## src/rtl/arb_grant_mux_pkg.sv

```systemverilog
// arb_pkg: shared client-index type and a lowest-set-bit helper
// used by the grant mux and by the arbiter-side benches.  Rev 1.0
`default_nettype none

package arb_pkg;

  localparam int CLIENTS_DEF = 32;

  typedef logic [$clog2(CLIENTS_DEF)-1:0] client_idx_t;

  function automatic client_idx_t onehot_lowest_idx(input logic [CLIENTS_DEF-1:0] g);
    onehot_lowest_idx = '0;
    for (int i = CLIENTS_DEF - 1; i >= 0; i--) begin
      if (g[i]) onehot_lowest_idx = client_idx_t'(i);
    end
  endfunction

endpackage

`default_nettype wire

```

## src/rtl/arb_grant_mux_if.sv

```systemverilog
// arb_grant_mux_if: grant/payload inputs and valid/ready output of the grant mux.
// Rev 1.0
`default_nettype none

interface arb_grant_mux_if #(
  parameter int CLIENTS = 32,
  parameter int DATA_W  = 32,
  parameter int IDX_W   = (CLIENTS > 1) ? $clog2(CLIENTS) : 1
);
  logic [CLIENTS-1:0]        grant;
  logic [CLIENTS*DATA_W-1:0] client_data;
  logic                      stall;
  logic                      out_valid;
  logic                      out_ready;
  logic [DATA_W-1:0]         out_data;
  logic [IDX_W-1:0]          out_client;
  logic                      grant_err;

  modport master (
    output grant, client_data, out_ready,
    input  stall, out_valid, out_data, out_client, grant_err
  );

  modport slave (
    input  grant, client_data, out_ready,
    output stall, out_valid, out_data, out_client, grant_err
  );
endinterface

`default_nettype wire

```

## src/rtl/arb_grant_mux_enc.sv

```systemverilog
// arb_onehot_enc: combinational lowest-set-bit encoder, grant -> {idx, any}.
// Rev 1.0
`default_nettype none

module arb_onehot_enc #(
  parameter int CLIENTS = 32,
  parameter int IDX_W   = (CLIENTS > 1) ? $clog2(CLIENTS) : 1
) (
  input  wire logic [CLIENTS-1:0] i_grant,
  output logic      [IDX_W-1:0]   o_idx,
  output logic                    o_any
);

  // Scanning downward lets the lowest set bit win on a multi-hot grant.
  always_comb begin
    o_idx = '0;
    for (int i = CLIENTS - 1; i >= 0; i--) begin
      if (i_grant[i]) o_idx = IDX_W'(i);
    end
    o_any = |i_grant;
  end

endmodule

`default_nettype wire

```

## src/rtl/arb_grant_mux.sv

```systemverilog
// arb_grant_mux: payload mux + 2-entry skid buffer behind the round-robin arbiter.
// Optional multi-hot grant checker: ARB_GRANT_MUX_ONEHOT_CHK_EN.  Rev 1.0
`default_nettype none

module arb_grant_mux
  import arb_pkg::*;
#(
  parameter int CLIENTS = CLIENTS_DEF,
  parameter int DATA_W  = 32,
  parameter int IDX_W   = (CLIENTS > 1) ? $clog2(CLIENTS) : 1
) (
  input wire logic      clk,
  input wire logic      rst,
  arb_grant_mux_if.slave bus
);

  logic [IDX_W-1:0]  w_idx;
  logic              w_any;
  logic [DATA_W-1:0] w_sel_data;
  logic              w_accept;
  logic              w_pop;

  logic              r_main_v;
  logic [DATA_W-1:0] r_main_data;
  logic [IDX_W-1:0]  r_main_idx;
  logic              r_skid_v;
  logic [DATA_W-1:0] r_skid_data;
  logic [IDX_W-1:0]  r_skid_idx;

  arb_onehot_enc #(
    .CLIENTS (CLIENTS),
    .IDX_W   (IDX_W)
  ) u_enc (
    .i_grant (bus.grant),
    .o_idx   (w_idx),
    .o_any   (w_any)
  );

  assign w_sel_data = bus.client_data[int'(w_idx) * DATA_W +: DATA_W];
  assign w_accept   = w_any && !r_skid_v;
  assign w_pop      = r_main_v && bus.out_ready;

  // Accept is blocked while the skid entry is full, so skid drain and accept never coincide.
  always_ff @(posedge clk or posedge rst) begin
    if (rst) begin
      r_main_v    <= 1'b0;
      r_main_data <= '0;
      r_main_idx  <= '0;
      r_skid_v    <= 1'b0;
      r_skid_data <= '0;
      r_skid_idx  <= '0;
    end else if (r_skid_v) begin
      if (w_pop) begin
        r_main_data <= r_skid_data;
        r_main_idx  <= r_skid_idx;
        r_skid_v    <= 1'b0;
      end
    end else if (w_accept) begin
      if (!r_main_v || w_pop) begin
        r_main_v    <= 1'b1;
        r_main_data <= w_sel_data;
        r_main_idx  <= w_idx;
      end else begin
        r_skid_v    <= 1'b1;
        r_skid_data <= w_sel_data;
        r_skid_idx  <= w_idx;
      end
    end else if (w_pop) begin
      r_main_v <= 1'b0;
    end
  end

  assign bus.stall      = r_skid_v;
  assign bus.out_valid  = r_main_v;
  assign bus.out_data   = r_main_data;
  assign bus.out_client = r_main_idx;

`ifdef ARB_GRANT_MUX_ONEHOT_CHK_EN
  logic w_multi;
  logic r_grant_err;

  assign w_multi = |(bus.grant & (bus.grant - CLIENTS'(1)));

  always_ff @(posedge clk or posedge rst) begin
    if (rst) r_grant_err <= 1'b0;
    else     r_grant_err <= r_grant_err | w_multi;
  end

  assign bus.grant_err = r_grant_err;
`else
  assign bus.grant_err = 1'b0;
`endif

endmodule

`default_nettype wire

```

## src/flat_wrapper.sv

```systemverilog
// flat-port wrapper written by rule: the top's interface ports become plain ports
module arb_grant_mux_flat import arb_pkg::*;
#(
  parameter int CLIENTS = CLIENTS_DEF,
  parameter int DATA_W  = 32,
  parameter int IDX_W   = (CLIENTS > 1) ? $clog2(CLIENTS) : 1
)
  (clk, rst, bus_grant, bus_client_data, bus_out_ready, bus_stall, bus_out_valid, bus_out_data, bus_out_client, bus_grant_err);
  arb_grant_mux_if #(.CLIENTS(CLIENTS), .DATA_W(DATA_W), .IDX_W(IDX_W)) bus_i ();
  input wire logic clk;
  input wire logic rst;
  input wire logic [$bits(bus_i.grant)-1:0] bus_grant;
  input wire logic [$bits(bus_i.client_data)-1:0] bus_client_data;
  input wire logic [$bits(bus_i.out_ready)-1:0] bus_out_ready;
  output wire logic [$bits(bus_i.stall)-1:0] bus_stall;
  output wire logic [$bits(bus_i.out_valid)-1:0] bus_out_valid;
  output wire logic [$bits(bus_i.out_data)-1:0] bus_out_data;
  output wire logic [$bits(bus_i.out_client)-1:0] bus_out_client;
  output wire logic [$bits(bus_i.grant_err)-1:0] bus_grant_err;
  assign bus_i.grant = bus_grant;
  assign bus_i.client_data = bus_client_data;
  assign bus_i.out_ready = bus_out_ready;
  assign bus_stall = bus_i.stall;
  assign bus_out_valid = bus_i.out_valid;
  assign bus_out_data = bus_i.out_data;
  assign bus_out_client = bus_i.out_client;
  assign bus_grant_err = bus_i.grant_err;
  arb_grant_mux #(.CLIENTS(CLIENTS), .DATA_W(DATA_W), .IDX_W(IDX_W)) u_core (.clk(clk), .rst(rst), .bus(bus_i));
endmodule
```

## config.mk

```make
export PLATFORM = sky130hd
export DESIGN_NAME = arb_grant_mux_flat
export DESIGN_NICKNAME = d
export VERILOG_FILES = /design/src/rtl/arb_grant_mux_pkg.sv /design/src/rtl/arb_grant_mux_if.sv /design/src/rtl/arb_grant_mux_enc.sv /design/src/rtl/arb_grant_mux.sv /design/src/flat_wrapper.sv
export SDC_FILE = /design/constraint.sdc
export NUM_CORES = 1
export LEC_CHECK = 0
export ABC_AREA = 0
export CAP_MARGIN = 15
export CELL_PAD_IN_SITES_DETAIL_PLACEMENT = 1
export CELL_PAD_IN_SITES_GLOBAL_PLACEMENT = 1
export CORE_AREA = 4 4 424 426
export CTS_BUF_LIST = sky130_fd_sc_hd__clkbuf_8
export DETAILED_ROUTE_END_ITERATION = 8
export DIE_AREA = 0 0 428 430
export MAX_ROUTING_LAYER = met4
export PLACE_DENSITY = 0.32
export SLEW_MARGIN = 25
export SYNTH_ARGS = -nofsm -noshare
export SYNTH_HDL_FRONTEND = slang
export SYNTH_SLANG_ARGS = --single-unit
```

## constraint.sdc

```tcl
create_clock -name clk -period 3.5 [get_ports clk]
set_input_delay 1.05 -clock clk [delete_from_list [all_inputs] [get_ports clk]]
set_output_delay 1.05 -clock clk [all_outputs]
set_load 0.005 [all_outputs]
```

======== Word-level counts from Yosys, hierarchy flattened ========
Index checks and enable logic that the tools add are counted.
word-level totals
  word-level logic and storage cells ...... 70
  input bits .............................. 1,059
  register bits ........................... 76
  output and inout bits ................... 40
operators by class
  equal/unequal tests ..................... 2
  shift-type cells ........................ 1
  bitwise logic cells ..................... 2
  mux-type cells .......................... 47
  reductions and logical operators ........ 12
operator list
  cell                   number
  $shiftx A1024 B11 Y32  1
  $mux W5                36
  $mux W32               4
  $reduce_or A32 Y1      1
  $reduce_and A3 Y1      3
  $mux W1                7
  $reduce_bool A2 Y1     3
  $logic_and A1 B1 Y1    2
  $logic_not A1 Y1       2
  $ne A2 B1 Y1 const B   1
  $ne A2 B2 Y1 const B   1
  $not A1 Y1             2
  $logic_or A1 B1 Y1     1

======== Longest topological paths before layout ========
Gate-level depths: netlist of run 1.
  depth after elaboration ................. 36
  mapped depth ............................ 15
  mapped depth without buffers ............ 10

======== By module ========
A second synthesis of run 1 with hierarchy kept.
second synthesis, totals
  cells, all modules ...................... 1,351
  area total of the unflattened synthesis .. 12,405.6 µm²
by module, submodules not included
  module          times used  area each (µm²)  cells an instance  sequential area each (µm²)
  arb_grant_mux   1           12,020.3         1,286              1,901.8
  arb_onehot_enc  1           385.4            65                 0.0

======== Worst setup path after synthesis of run 1 ========
No wires, ideal clock.
  kind .................................... input-to-reg
  from .................................... in bus_grant[9]
  to ...................................... reg u_core.r_main_data[24] (netlist: u_core.bus.out_data[24])
  path buffers ............................ 1
  path slack .............................. -0.415 ns
  data required time ...................... 3.368 ns
  library setup time ...................... 0.132 ns
  data arrival time ....................... 3.783 ns
  stages .................................. 9
  cell sequence ........................... or4_4 a2111o_1 o21ai_4 buf_12 mux4_1 a22o_1 or4_1 a21oi_1 o21ai_1
on the way
  longest elaborated chain between the ends .. 14
  elaborated cells on any way between the ends .. 18
  classes of those cells .................. shift: 1; mux: 13; reduce/logical: 4
RTL lines
  item                    line                     text
  start, declared         flat_wrapper.sv:12       input wire logic [$bits(bus_i.grant)-1:0] bus_grant;
  $mux W5 (10 in series)  arb_grant_mux_enc.sv:18  if (i_grant[i]) o_idx = IDX_W'(i);
  $shiftx A1024 B11 Y32   arb_grant_mux.sv:39      assign w_sel_data = bus.client_data[int'(w_idx) * DATA_W +: DATA_W];
  $mux W32                arb_grant_mux.sv:59      if (!r_main_v || w_pop) begin
  $mux W32                arb_grant_mux.sv:58      end else if (w_accept) begin
  $mux W32                arb_grant_mux.sv:52      end else if (r_skid_v) begin
  end signal, assigned    arb_grant_mux.sv:54      r_main_data <= r_skid_data;
  end signal, assigned    arb_grant_mux.sv:61      r_main_data <= w_sel_data;
  end, declared           arb_grant_mux.sv:24      logic [DATA_W-1:0] r_main_data;
Several ways; a longest one is shown, not always the timed one. The select of a mux whose other input is x is not followed.
A chain may end at the register's enable or synchronous reset.

======== Worst setup path after layout of run 1 ========
  from .................................... in bus_grant[9]
  to ...................................... reg u_core.r_skid_data[16]
on the way
  longest elaborated chain between the ends .. 11
  elaborated cells on any way between the ends .. 14
  classes of those cells .................. shift: 1; mux: 10; reduce/logical: 3
RTL lines
  item                    line                     text
  $mux W5 (10 in series)  arb_grant_mux_enc.sv:18
  $shiftx A1024 B11 Y32   arb_grant_mux.sv:39
  end signal, assigned    arb_grant_mux.sv:65      r_skid_data <= w_sel_data;
  end, declared           arb_grant_mux.sv:27      logic [DATA_W-1:0] r_skid_data;
Several ways; a longest one is shown, not always the timed one.

==> results.txt, run 1 <==
The worst max-slew margin expressed relative to the limit came out at 55.8%. The number of warnings issued by yosys came out at 0. The total number of vias is 20,700. In this run the horizontal extent of the chip is 428 um.

Summing internal, switching and leakage power gives 8.13 mW. Setup repair after global routing could not meet its margin everywhere. The storage element area came out at ~0.0019 sq mm. The post-detailed-route wirelength per cell came out at roughly 32 um. STA classifies the critical path startpoint as an input port.

In this run switching power makes up 40.8% of total power. TritonCTS built the clock tree. The max-slew violation count is 0.

From synthesis to final layout, the design area changed by 176%. The highest fanout seen on the critical path is 7. The area fraction of the dominant cell type after synthesis is roughly 16%. The most used flip-flop cell after synthesis is dfrtp_1. The sequential group share of total power came out at 19.1%. The vertical extent of the die is 430 um.

The number of antenna violations at the first check in global routing was 99. The run finished, with violations left. The clock-pin transition on the worst setup and hold timing paths came out at 0.08 ns. The leakage component of the power is 12.7 nW. In the layout the commonest cells are clkdlybuf4s50_1 (1,068), buf_4 (441), nand2_1 (428). The async set-or-reset flop fraction in the synthesized netlist came out at 100%. In this run the clock root is driven by a clkbuf_8. The distinct cell type count of the synthesized netlist came out at 68. STA classifies the critical path endpoint as a register. The setup TNS is -29.38 ns.

Setup violations remaining at the end of the flow were counted as 64. The level count of the clock H-tree is 3. The slew of the pin with the lowest slew margin is 0.658 ns. STA puts the critical path data arrival time at 4.38 ns. The half-perimeter wire length after placement is 162,000 um. At the placement stage, the worst setup path has a slack of -1.71 ns. The final hold violation count was 0. The number of top-level pins came out at 1,099. The reported max-cap violation count came out at 0. The combinational share of power is 69.9%.

Clock skew on the completed layout was measured at 0.0111 ns. The starting utilization of the core area is 6.89%. The die area is 0.184 sq mm. The worst register-to-register path begins at u_core.bus.stall$_DFF_PP0_.

The areal power density over the cells is 243 mW/mm^2. The average footprint of a synthesized cell is between 7 and 8 sq um. The internal cell power is 4.82 mW. After detailed routing, the number of remaining DRC violations is 0. The worst path in the final design needs a cycle of 4.11 ns, including I/O delays and setup. The global placer's final weighted congestion came out at 0.874. Counting the fill cells in the layout gives 20,600. In this run the worst setup path begins at bus_grant[9]. The number of enable flip-flop cells after synthesis came out at 0.

Entering global routing, the biggest net connects 52 pins. The row count came out at about 150. IR analysis of the VDD net gives a maximum drop of roughly 0.18 mV.

The first-pass GRT wire length came out at 231,000 um. The clock tree buffer depth is 2. The library cell used most frequently in the layout, excluding fill and tap cells, is clkdlybuf4s50_1. When the netlist entered floorplanning its net count stood at 2,758. The class of the tightest hold or removal check is reg2reg. The number of buffers created by CTS is 9.

The floorplan core area is 0.176 sq mm. The category of the most critical setup path is in2reg. The required time of the worst setup path came out at 3.77 ns. The checks that failed: setup timing. Sequential cells were found to cover between 10% and 20% of the synthesized design area. The worst hold path startpoint is u_core.r_skid_data[26]$_DFFE_PP0P_. The number of synthesized register bits came out at 76. The leftover overflow at the end of global routing came out at 0. The pre-antenna-repair detailed-routing pass consisted of 6 iterations. The violation count after the first detailed-route iteration is approximately 920. The post-synthesis instance area came out at about 0.012 sq mm. Clock latency on the worst-skew pair, taken at its later pin, is about 0.38 ns. The clock power share came out at 11.0%. The maximum clock frequency is about 240 MHz. The count of antenna-violating nets left after detailed routing came out at 0. The fraction of the cycle the final worst path needs is 118%. The switching power summed over all nets came out at 3.32 mW. Cells fill 19.0% of the core in the end. The proportion of layout cells with a drive suffix above 1 came out at 29.2%. The finished layout holds 5,639 standard cells, fillers aside.

The multi-input combinational cells in the finished layout cover a total of 0.0112 sq mm. The number of hold buffers added after CTS was 0. The vias per cell came out at 3.67. Setup slack on the critical path of the routed design comes to -0.615 ns. In this run, placement finished with an instance count of 5,482. The gate count after technology mapping came out at ~1,700. The total length of routed wires is 181,000 um.

The post-layout net count is 4,324. The number of sinks on the clock net came out at 76. By area the synthesized netlist is led by dfrtp_1 (16%), nand2_1 (14%), mux2i_1 (12%). Buffers placed on the I/O ports in this run total 1,097.

The via count of the first global-routing pass came out at 22,700. Global routing consumed, over all layers together, 19.3% of the routing resources. The biggest area contributor in the post-synthesis netlist is dfrtp_1.
==> path summary, 6_finish.rpt <==
path	to	slack (ns)	cells past startpoint
max	u_core.r_skid_data[16]$_DFFE_PP0P_	-0.61	11
min	u_core.r_skid_data[26]$_DFFE_PP0P_	0.48	2
max reg2reg	u_core.bus.out_data[16]$_DFFE_PP0P_	1.29	8
min reg2reg	u_core.r_skid_data[26]$_DFFE_PP0P_	0.48	2
max in group asynchronous	u_core.r_skid_idx[2]$_DFFE_PP0P_	1.84	3
min in group asynchronous	u_core.bus.out_data[8]$_DFFE_PP0P_	1.04	2
==> flip-flops by register name, indices dropped and copies added, names as in the netlist <==
signal                 cells
u_core.bus.stall           1
u_core.bus.out_valid       1
u_core.r_skid_data        32
u_core.bus.out_data       32
u_core.r_skid_idx          5
u_core.bus.out_client      5
==> worst max-delay path, stage by stage <==
cell and delay, ns:
buf_8 0.10, or4_4 0.53, a2111o_1 0.42, o21ai_4 0.27
buf_8 0.22, buf_4 0.15, mux4_2 0.52, a22o_1 0.21
or4_4 0.64, a21oi_4 0.16, o21ai_1 0.07
==> cell families (layout without fill, tap and decap cells) <==
| kind of cell | count (synthesis) | in the layout | share of synthesized area, % |
|---|---|---|---|
| AO/OA/AOI/OAI | 533 | 533 | 28.3 |
| buffers and inverters | 153 | 1724 | 6.74 |
| flip-flops | 76 | 76 | 15.7 |
| multiplexers | 203 | 203 | 22.7 |
| other | 1 | 30 | 0.0310 |
| AND/OR/NAND/NOR | 733 | 733 | 26.5 |
==> per-layer routing <==
metal / up-vias / GRT usage (%) / part of all wire (%)
met5: - / - / 0
met4: 0 / 0.830 / 0.76
met3: 112 / 2.86 / 3.9
met2: 678 / 35.4 / 52
met1: 10300 / 23.5 / 43
li1: 9628 / - / -
==> layout make-up <==
class | count | share of cell area [%]
antenna | 29 | 0.217
clock inverter | 5 | 0.296
tap | 2340 | 8.76
clock buffer | 11 | 0.453
timing repair buffer | 1702 | 51.0
inverter | 6 | 0.0749
multi-input combinational | 1470 | 33.5
sequential | 76 | 5.69
==> cells in the mapped netlist (all sizes together) (2+ instances only) <==
cell     number
nand2       454
a21oi       175
mux2i       146
o21ai        89
buf          77
dfrtp        76
nor2         76
clkbuf       70
o22ai        60
mux4         55
nand3        54
a32oi        53
a22oi        35
and3         34
nor3         31
a31oi        29
nor4         18
a22o         17
a221oi       16
nand4        14
or3          13
or4          12
nand3b       10
a211oi        8
o211ai        7
and2          6
inv           6
nor2b         5
o21a          5
o221ai        5
a21o          4
a311oi        4
o2111ai       4
a2111oi       3
a221o         3
nand2b        3
o311a         3
mux2          2
o21bai        2
o311ai        2
o31ai         2
==> timing repair <==
action	CTS	global route
endpoints found under the setup margin	74	69
pin swaps	98	43
gates resized for setup	457	84
cloned	8	1
buffers inserted	81	36
==> power groups by stage <==
stage	combinational (mW)	sequential (mW)	clock, mW
after global placement	5.30	1.58	0
after detailed placement	5.31	1.58	0
after global routing	6.10	1.60	0.969
final	5.68	1.55	0.897
after floorplan	1.64	1.49	0
after CTS	5.74	1.56	0.943
==> per-stage QoR <==
| stage | hold WS (ns) | instance area (sq um) |
|---|---|---|
| after floorplan | 0.442 | 12200 |
| after global placement | 0.462 | 29700 |
| after detailed placement | 0.464 | 29700 |
| after CTS | 0.490 | 32700 |
| after global routing | 0.503 | 33400 |
| final | 0.484 | 33400 |
(Power assumes the default switching activity.)
==> run 2, diff against run 1 <==
--- a/config.mk
+++ b/config.mk
@@ -14,8 +14,8 @@
 export DETAILED_ROUTE_END_ITERATION = 8
 export DIE_AREA = 0 0 428 430
 export MAX_ROUTING_LAYER = met4
-export PLACE_DENSITY = 0.32
-export SLEW_MARGIN = 25
+export PLACE_DENSITY = 0.47
+export SLEW_MARGIN = 10
 export SYNTH_ARGS = -nofsm -noshare
 export SYNTH_HDL_FRONTEND = slang
 export SYNTH_SLANG_ARGS = --single-unit
==> run 2 against run 1 <==
Against the previous run: the run still ends with setup timing left; critical path type unchanged; global-route usage grew 1.1 points; die area unchanged; combinational power rose by 3%; register-to-register slack gained 0.18 ns; clock power shrank 13%; sequential share of layout area is 0.14 points lower; non-clock buffer count fell by 32; clock skew increased by 0.0076 ns; via count rose by 4.5%; clock-buffer cell count shrank 1.
==> results.txt, run 2 (synthesis results as in run 1) <==
The setup TNS is -22.82 ns. The total number of vias is 21,600. The maximum vdd drop came out at 0.182 mV. Summed over all cells, the static leakage comes to between 10 and 15 nW. The worst setup path is launched from an input port. The starting utilization of the core area came out at 6.89%.

The fraction of met1 tracks used by global routing is 24.8%. The die covers 0.184 sq mm. The number of cells on the worst reg-to-reg path came out at 7.

The reported max-cap violation count is 0. The horizontal die dimension came out at 428 um. The number of remaining DRC errors is 0.

Clock-pin slew was measured on the worst setup and hold paths at 0.09 ns. The worst setup slack after placement came out at -2.24 ns. The level count of the clock H-tree came out at 3. Counting the fill cells in the layout gives 20,500. The vertical extent of the die is 430 um.

The required time of the worst setup path came out at 3.79 ns. The storage element area came out at 0.00190 sq mm. The largest stage delay on the critical path is 0.56 ns. From synthesis to final layout, the design area changed by 183%.

The violation count after the first detailed-route iteration came out at around 1,400. The setup slack of the most critical reg-to-reg path is 1.47 ns. The slowest stage of the critical path belongs to the cell or4_4.

The later pin in the worst-skew pair is clocked with a latency of 0.41 ns. The aggregate global-route resource usage is 20.4%. The instance area after placement is 0.0292 sq mm.

The final hold violation count came out at 0. The proportion of layout cells with a drive suffix above 1 came out at 31.6%. The most used routing layer is met2.

The top cell types in the final layout, fill and taps aside, are clkdlybuf4s50_1 (1,065), nand2_1 (425), buf_4 (374). The final worst clock skew is 0.0188 ns. The fraction of the cycle the final worst path needs is 114%. Pin placement for this block handled 1,099 I/O pins. The global placer's final weighted congestion is 0.978. The minimum hold slack is 0.479 ns. The most numerous cell on the critical path is buf_4. The worst hold path cell count is 2. For hold timing, the worst endpoint is u_core.r_skid_data[8]$_DFFE_PP0P_. Traced cell by cell, the critical path runs through dlygate4sd2_1 > buf_4 > nor4_1 > buf_4 > nand2_1 > nor2_2 > buf_4 > nor2_4 > buf_12 > buf_4 > a22o_1 > or4_4 > a41oi_4 > o21ai_1. The leftover overflow at the end of global routing came out at 0. Derived from the worst setup path, the maximum achievable clock frequency is 250 MHz. The count of antenna-violating nets left after detailed routing is 0. The gate family responsible for the most delay along the worst path is simple AND/OR/NAND/NOR gates. Setup repair after global routing could not meet its margin everywhere. The half-perimeter wire length after placement came out at approximately 170,000 um. The beginning of the worst register-to-register path is u_core.bus.stall$_DFF_PP0_. Setup slack on the critical path of the routed design comes to -0.499 ns. STA puts the critical path data arrival time at around 4.3 ns. In the final routed layout, each cell accounts on average for 34.3 um. The number of sinks on the clock net is 76. The areal power density over the cells came out at roughly 240 mW/mm^2.

The row count is 154. The library cell used as clock root buffer is clkbuf_8. Setup violations remaining at the end of the flow were counted as 64. The class of the tightest hold or removal check is reg2reg.

The first-pass GRT wire length came out at between 200,000 and 250,000 um. The final reports fail on setup timing. The number of antenna violations at the first check in global routing is roughly 110. The finished layout cell area is 0.0343 sq mm. Together, buffers and inverters on the worst path number 6. The worst hold path startpoint is u_core.r_skid_data[8]$_DFFE_PP0P_. The quantity of I/O buffers inserted on ports is 1,097.

Leaving out fill and tap cells, the most frequent cell in the layout is clkdlybuf4s50_1. The number of buffers created by CTS came out at 9. The TritonCTS clock tree is yes.

The floorplan core area is 0.176 sq mm. The total length of routed wires is between 150,000 and 200,000 um. The highest fanout seen on the critical path is 13.

The slew of the pin with the lowest slew margin is 0.715 ns. The category of the most critical setup path is in2reg. Counting along the longest clock path gives a buffer depth of 2.

The max-slew violation count was 0. For met2 alone, demand over resource in global routing was 35.0%. The vias per cell came out at 3.84. Entering global routing, the biggest net connects 45 pins. The length of the first detailed-routing pass in iterations came out at 6.

The clock period minus final worst setup slack is 4.00 ns. In the final layout, the multi-input gates occupy ~0.012 sq mm. The worst setup path is captured at a register. The post-layout net count came out at ~4,300. The via count of the first global-routing pass came to approximately 23,000.

The worst pin sits at a relative slew slack of 52.0%. The flow ran to the end, but the final reports show violations. The global routing usage on met3 came out at approximately 4.4%. The critical path runs through a total of 14 cells. In this run the critical register-to-register path is captured at u_core.bus.out_data[8]$_DFFE_PP0P_. The critical path starts at bus_grant[2].
run 2: area by class of cell:
cell class / count / area share [%]
repair buffers: 1670 / 50.5
multi-input cells: 1470 / 34.3
well taps: 2340 / 8.54
flip-flops and latches: 76 / 5.55
diodes: 59 / 0.431
clock buffers: 10 / 0.402
clock inverters: 6 / 0.204
inverters: 6 / 0.0730
run 2: what timing repair did:
item                                    CTS  global route
endpoints found under the setup margin   73            64
cloned                                   19             9
setup buffers                            65            85
pin swaps                                87           118
hold buffers                              0             0
hold endpoints to repair                  0             0
resized for setup                       439           292
run 2: worst max-delay path by stage:
stage / end / slack, ns
after floorplan: u_core.bus.out_data[16]$_DFFE_PP0P_ / -0.29
after global placement: u_core.r_skid_data[2]$_DFFE_PP0P_ / -2.21
after detailed placement: u_core.r_skid_data[2]$_DFFE_PP0P_ / -2.24
after CTS: u_core.r_skid_data[1]$_DFFE_PP0P_ / -0.51
after global routing: u_core.r_skid_data[13]$_DFFE_PP0P_ / -0.56
final: u_core.bus.out_data[1]$_DFFE_PP0P_ / -0.50
run 2: per-stage QoR:
stage	util (%)	power, mW	std cells
floorplan	-	3.13	1699
global placement	16.6	6.74	5409
detailed placement	16.6	6.78	5409
CTS	18.3	7.99	5502
global route	19.5	8.65	5625
finish	19.5	8.20	5637
run 2: metal layers:
| metal | wire length [um] | part of all wire, % |
|---|---|---|
| met1 | 80100 | 41 |
| met2 | 95800 | 50 |
| met3 | 13600 | 7.0 |
| met4 | 3940 | 2.0 |
| met5 | 0 | 0 |
run 2: power by group:
group          switching, mW  internal [mW]
clock                  0.424          0.354
combinational           2.79           3.05
sequential             0.298           1.29
run 2: worst reg2reg max path, delay by kind of cell (launching register included):
family,cells,cell delay (ns)
and+or+nand+nor,3,0.59
buffers and inverters,1,0.18
DFF,1,0.75
AOI/OAI and AO/OA,3,0.42
==> run 3, diff against run 2 <==
--- a/config.mk
+++ b/config.mk
@@ -7,14 +7,12 @@
 export LEC_CHECK = 0
 export ABC_AREA = 0
 export CAP_MARGIN = 15
-export CELL_PAD_IN_SITES_DETAIL_PLACEMENT = 1
-export CELL_PAD_IN_SITES_GLOBAL_PLACEMENT = 1
-export CORE_AREA = 4 4 424 426
+export CORE_AREA = 4 4 427 429
 export CTS_BUF_LIST = sky130_fd_sc_hd__clkbuf_8
 export DETAILED_ROUTE_END_ITERATION = 8
-export DIE_AREA = 0 0 428 430
+export DIE_AREA = 0 0 431 433
 export MAX_ROUTING_LAYER = met4
-export PLACE_DENSITY = 0.47
+export PLACE_DENSITY = 0.38
 export SLEW_MARGIN = 10
 export SYNTH_ARGS = -nofsm -noshare
 export SYNTH_HDL_FRONTEND = slang
==> run 3 against run 2 <==
Against the previous run: the flow still finishes with violations (setup timing); register-to-register slack got worse by 0.29 ns; design area fell by 0.98%; sequential power down 4%; via count is 3.9% lower; non-clock buffer count down 43; clock power decreased by 5.0%; power is essentially flat; clock-buffer cell count shrank 1; fmax down 1.6%; clock skew shrank 0.0046 ns; worst hold slack gained 0.0046 ns; critical path type unchanged.
==> results.txt, run 3 (synthesis results as in run 1) <==
The end point of the critical path is u_core.bus.out_data[16]$_DFFE_PP0P_. The combinational share of power is between 70 and 80%. The proportion of layout cells with a drive suffix above 1 came out at 29.9%.

The critical path startpoint is bus_grant[29]. Routability-driven placement finished with a final weighted congestion of 0.904. The number of sinks on the clock net came out at 76. The via count of the first global-routing pass came out at about 21,000. Net switching is a little over two fifths of the power. The slew of the pin with the lowest slew margin is 0.911 ns. The max-slew violation count is 0. From synthesis to final layout, the design area changed by 180%. The horizontal die dimension is 431 um. The flow ran to the end, but the final reports show violations.

In this design, the critical path's most frequently occurring cell is buf_12. In this run the critical register-to-register path is captured at u_core.bus.out_data[17]$_DFFE_PP0P_. STA puts the critical path data required time at 3.82 ns. The areal power density over the cells came out at 242 mW/mm^2. The quantity of I/O buffers inserted on ports is 1,097. The number of hold buffers added after CTS was 0.

Counting cells, the worst reg-to-reg path comes to 8. For the finished layout, the period the worst path requires is 4.06 ns. The setup TNS is -24.12 ns.

After detailed routing, the total wire length is 179,000 um. The library cell used most frequently in the layout, excluding fill and tap cells, is clkdlybuf4s50_1. The worst hold path belongs to the class reg2reg. The HPWL after detailed placement is roughly 160,000 um. The logic depth of the worst path, buffers included is 14. In this run the worst path has a maximum fanout of 5. The worst setup path is captured at a register. The setup slack of the most critical reg-to-reg path is around 1.2 ns. IR analysis of the VDD net gives a maximum drop of a little over 0.2 mV. The switching power summed over all nets came out at 3.56 mW. The clock power share is 9.0%. CTS placed an instance of clkbuf_8 at the clock tree root. Setup repair after global routing could not meet its margin everywhere. The aggregate global-route resource usage came out at between 15 and 20%.

The number of top-level pins came out at 1,099. The internal cell power is 4.64 mW. The worst setup path is of the in2reg kind. Derived from the worst setup path, the maximum achievable clock frequency is between 200 and 250 MHz.

The post-layout net count came out at 4,249. The leakage component of the power came out at 12.6 nW. The post-route worst setup slack came out at -0.563 ns.

The source-to-sink clock delay at the later pin of the worst-skew pair is 0.43 ns. The power after layout is 8.20 mW. The region available for standard cell placement spans 0.178 sq mm. The vertical extent of the die is 433 um. The beginning of the worst register-to-register path is u_core.bus.stall$_DFF_PP0_.

The worst setup slack after placement is -2.28 ns. The clock tree synthesis step divided the H-tree into 3 levels. The sequential group share of total power came out at about a fifth. Across the run, the number of max-cap violations was 0. The filler cell count came out at 19,900. The fraction of the cycle the final worst path needs came out at 116%. Traced cell by cell, the critical path runs through dlygate4sd2_1 > o311ai_1 > buf_4 > a31oi_4 > buf_12 > o21ai_4 > buf_12 > buf_12 > buf_12 > mux4_2 > a22o_4 > or4_4 > a21oi_4 > o21ai_1. The final worst clock skew is around 0.014 ns. The clock tree buffer depth is 2.

The number of antenna violations at the first check in global routing came out at roughly 120. The floorplan has 155 rows. After routing the design area is 0.0339 sq mm. The arrival time of data at the critical path endpoint came out at 4.39 ns.

The vias per cell is around 3.7. The TritonCTS clock tree is yes. The checks that failed: setup timing.

The leftover overflow at the end of global routing is 0. The final hold violation count came to 0. The length of the first detailed-routing pass in iterations is 5. The starting utilization of the core area is 6.79%. For this run, the share of the core covered by cells in the final layout is 19.0%. The total of endpoints with negative setup slack in the final report came out at 64. The detailed router finished its first iteration with 1,318 violations. In the layout the commonest cells are clkdlybuf4s50_1 (1,066), nand2_1 (422), buf_4 (329). In the final routed layout, each cell accounts on average for 31.9 um. The worst-path cell with the longest stage delay is or4_4.

The worst pin sits at a relative slew slack of 37.5%. The count of antenna-violating nets left after detailed routing came out at 0. The total number of vias is 20,800. On the worst path, the slowest cell contributes a delay of approximately 0.6 ns. For this run, design rule violations remaining after detail routing come to 0.

Broken down by cell family, the worst path's largest delay share belongs to compound AO/OA/AOI/OAI gates. The number of buffers created by CTS is 9. The first-pass GRT wire length came out at between 200,000 and 250,000 um.

The kind of launch point of the worst setup path is an input port. The maximum number of pins on one net before global-route repair is between 50 and 60. The critical path contains buffers and inverters numbering 6 combined. The instance area after placement is 0.0292 sq mm. The die covers 0.187 sq mm.

Clock-pin slew was measured on the worst setup and hold paths at 0.11 ns.
[run 3: cell count changes in the layout (fill, tap and decap cells not counted), moves of 5 or more]
cell      delta
diode_2      -7
a21oi_2      -5
or3_1        -5
nand2_4      +9
a221oi_1     +5
a21oi_4      +5
buf_6        -9
o21ai_1     +10
o21ai_2      -7
nand2_2      -7
a32oi_1      +7
buf_12       +5
buf_4       -45
[run 3: through the flow]
| stage | instances | hold WS [ns] |
|---|---|---|
| 6_report | 5602 | 0.484 |
| 5_1_grt | 5598 | 0.506 |
| 4_1_cts | 5507 | 0.490 |
| 3_5_place_dp | 5394 | 0.465 |
| 3_3_place_gp | 5393 | 0.456 |
| 2_1_floorplan | 1699 | 0.442 |
[run 3: area by class of cell]
type | instances | area, sq um | share of cell area (%)
inverters | 6 | 25.0 | 0.0737
repair buffers | 1627 | 17100 | 50.4
multi-input cells | 1470 | 11700 | 34.3
clock inverters | 7 | 57.6 | 0.170
flip-flops and latches | 76 | 1900 | 5.61
clock buffers | 9 | 124 | 0.365
well taps | 2355 | 2950 | 8.68
diodes | 52 | 130 | 0.383
[run 3: worst reg2reg max path: stages, from the launching register on]
cell     delay (ns)
dfrtp_2        0.37
buf_4          0.54
nor2_1         0.21
a21o_1         0.20
and2_2         0.24
buf_4          0.16
buf_12         0.15
o21ai_0        0.31
a31oi_4        0.04
[run 3: worst min path at each step]
stage | cells after the start | start | endpoint
after floorplan | 2 | u_core.r_skid_data[12]$_DFFE_PP0P_ | u_core.r_skid_data[12]$_DFFE_PP0P_
after global routing | 2 | u_core.bus.out_client[2]$_DFFE_PP0P_ | u_core.bus.out_client[2]$_DFFE_PP0P_
final | 2 | u_core.r_skid_data[9]$_DFFE_PP0P_ | u_core.r_skid_data[9]$_DFFE_PP0P_
after CTS | 2 | u_core.r_skid_data[1]$_DFFE_PP0P_ | u_core.r_skid_data[1]$_DFFE_PP0P_
after global placement | 2 | u_core.r_skid_data[4]$_DFFE_PP0P_ | u_core.r_skid_data[4]$_DFFE_PP0P_
after detailed placement | 2 | u_core.r_skid_data[4]$_DFFE_PP0P_ | u_core.r_skid_data[4]$_DFFE_PP0P_
[run 3: metal layers]
| layer | global-route usage, % | vias up | routed length, um |
|---|---|---|---|
| met5 | - | - | 0 |
| met4 | 4.55 | 0 | 4350 |
| met2 | 30.5 | 873 | 86200 |
| met3 | 4.09 | 184 | 11700 |
| met1 | 23.1 | 10200 | 76600 |
| li1 | - | 9495 | - |
[run 3: what timing repair did]
item                                    CTS  global route
gates resized for setup                 488           216
endpoints found under the setup margin   74            64
pin swaps                               109           121
gates cloned                             20             9
setup buffers                            87            55
[run 3: power groups by stage]
stage	clock network, mW	registers (mW)	logic, mW
floorplan	0	1.49	1.64
global placement	0	1.53	5.29
detailed placement	0	1.55	5.28
CTS	0.778	1.53	5.78
global route	0.807	1.58	6.32
finish	0.739	1.53	5.93
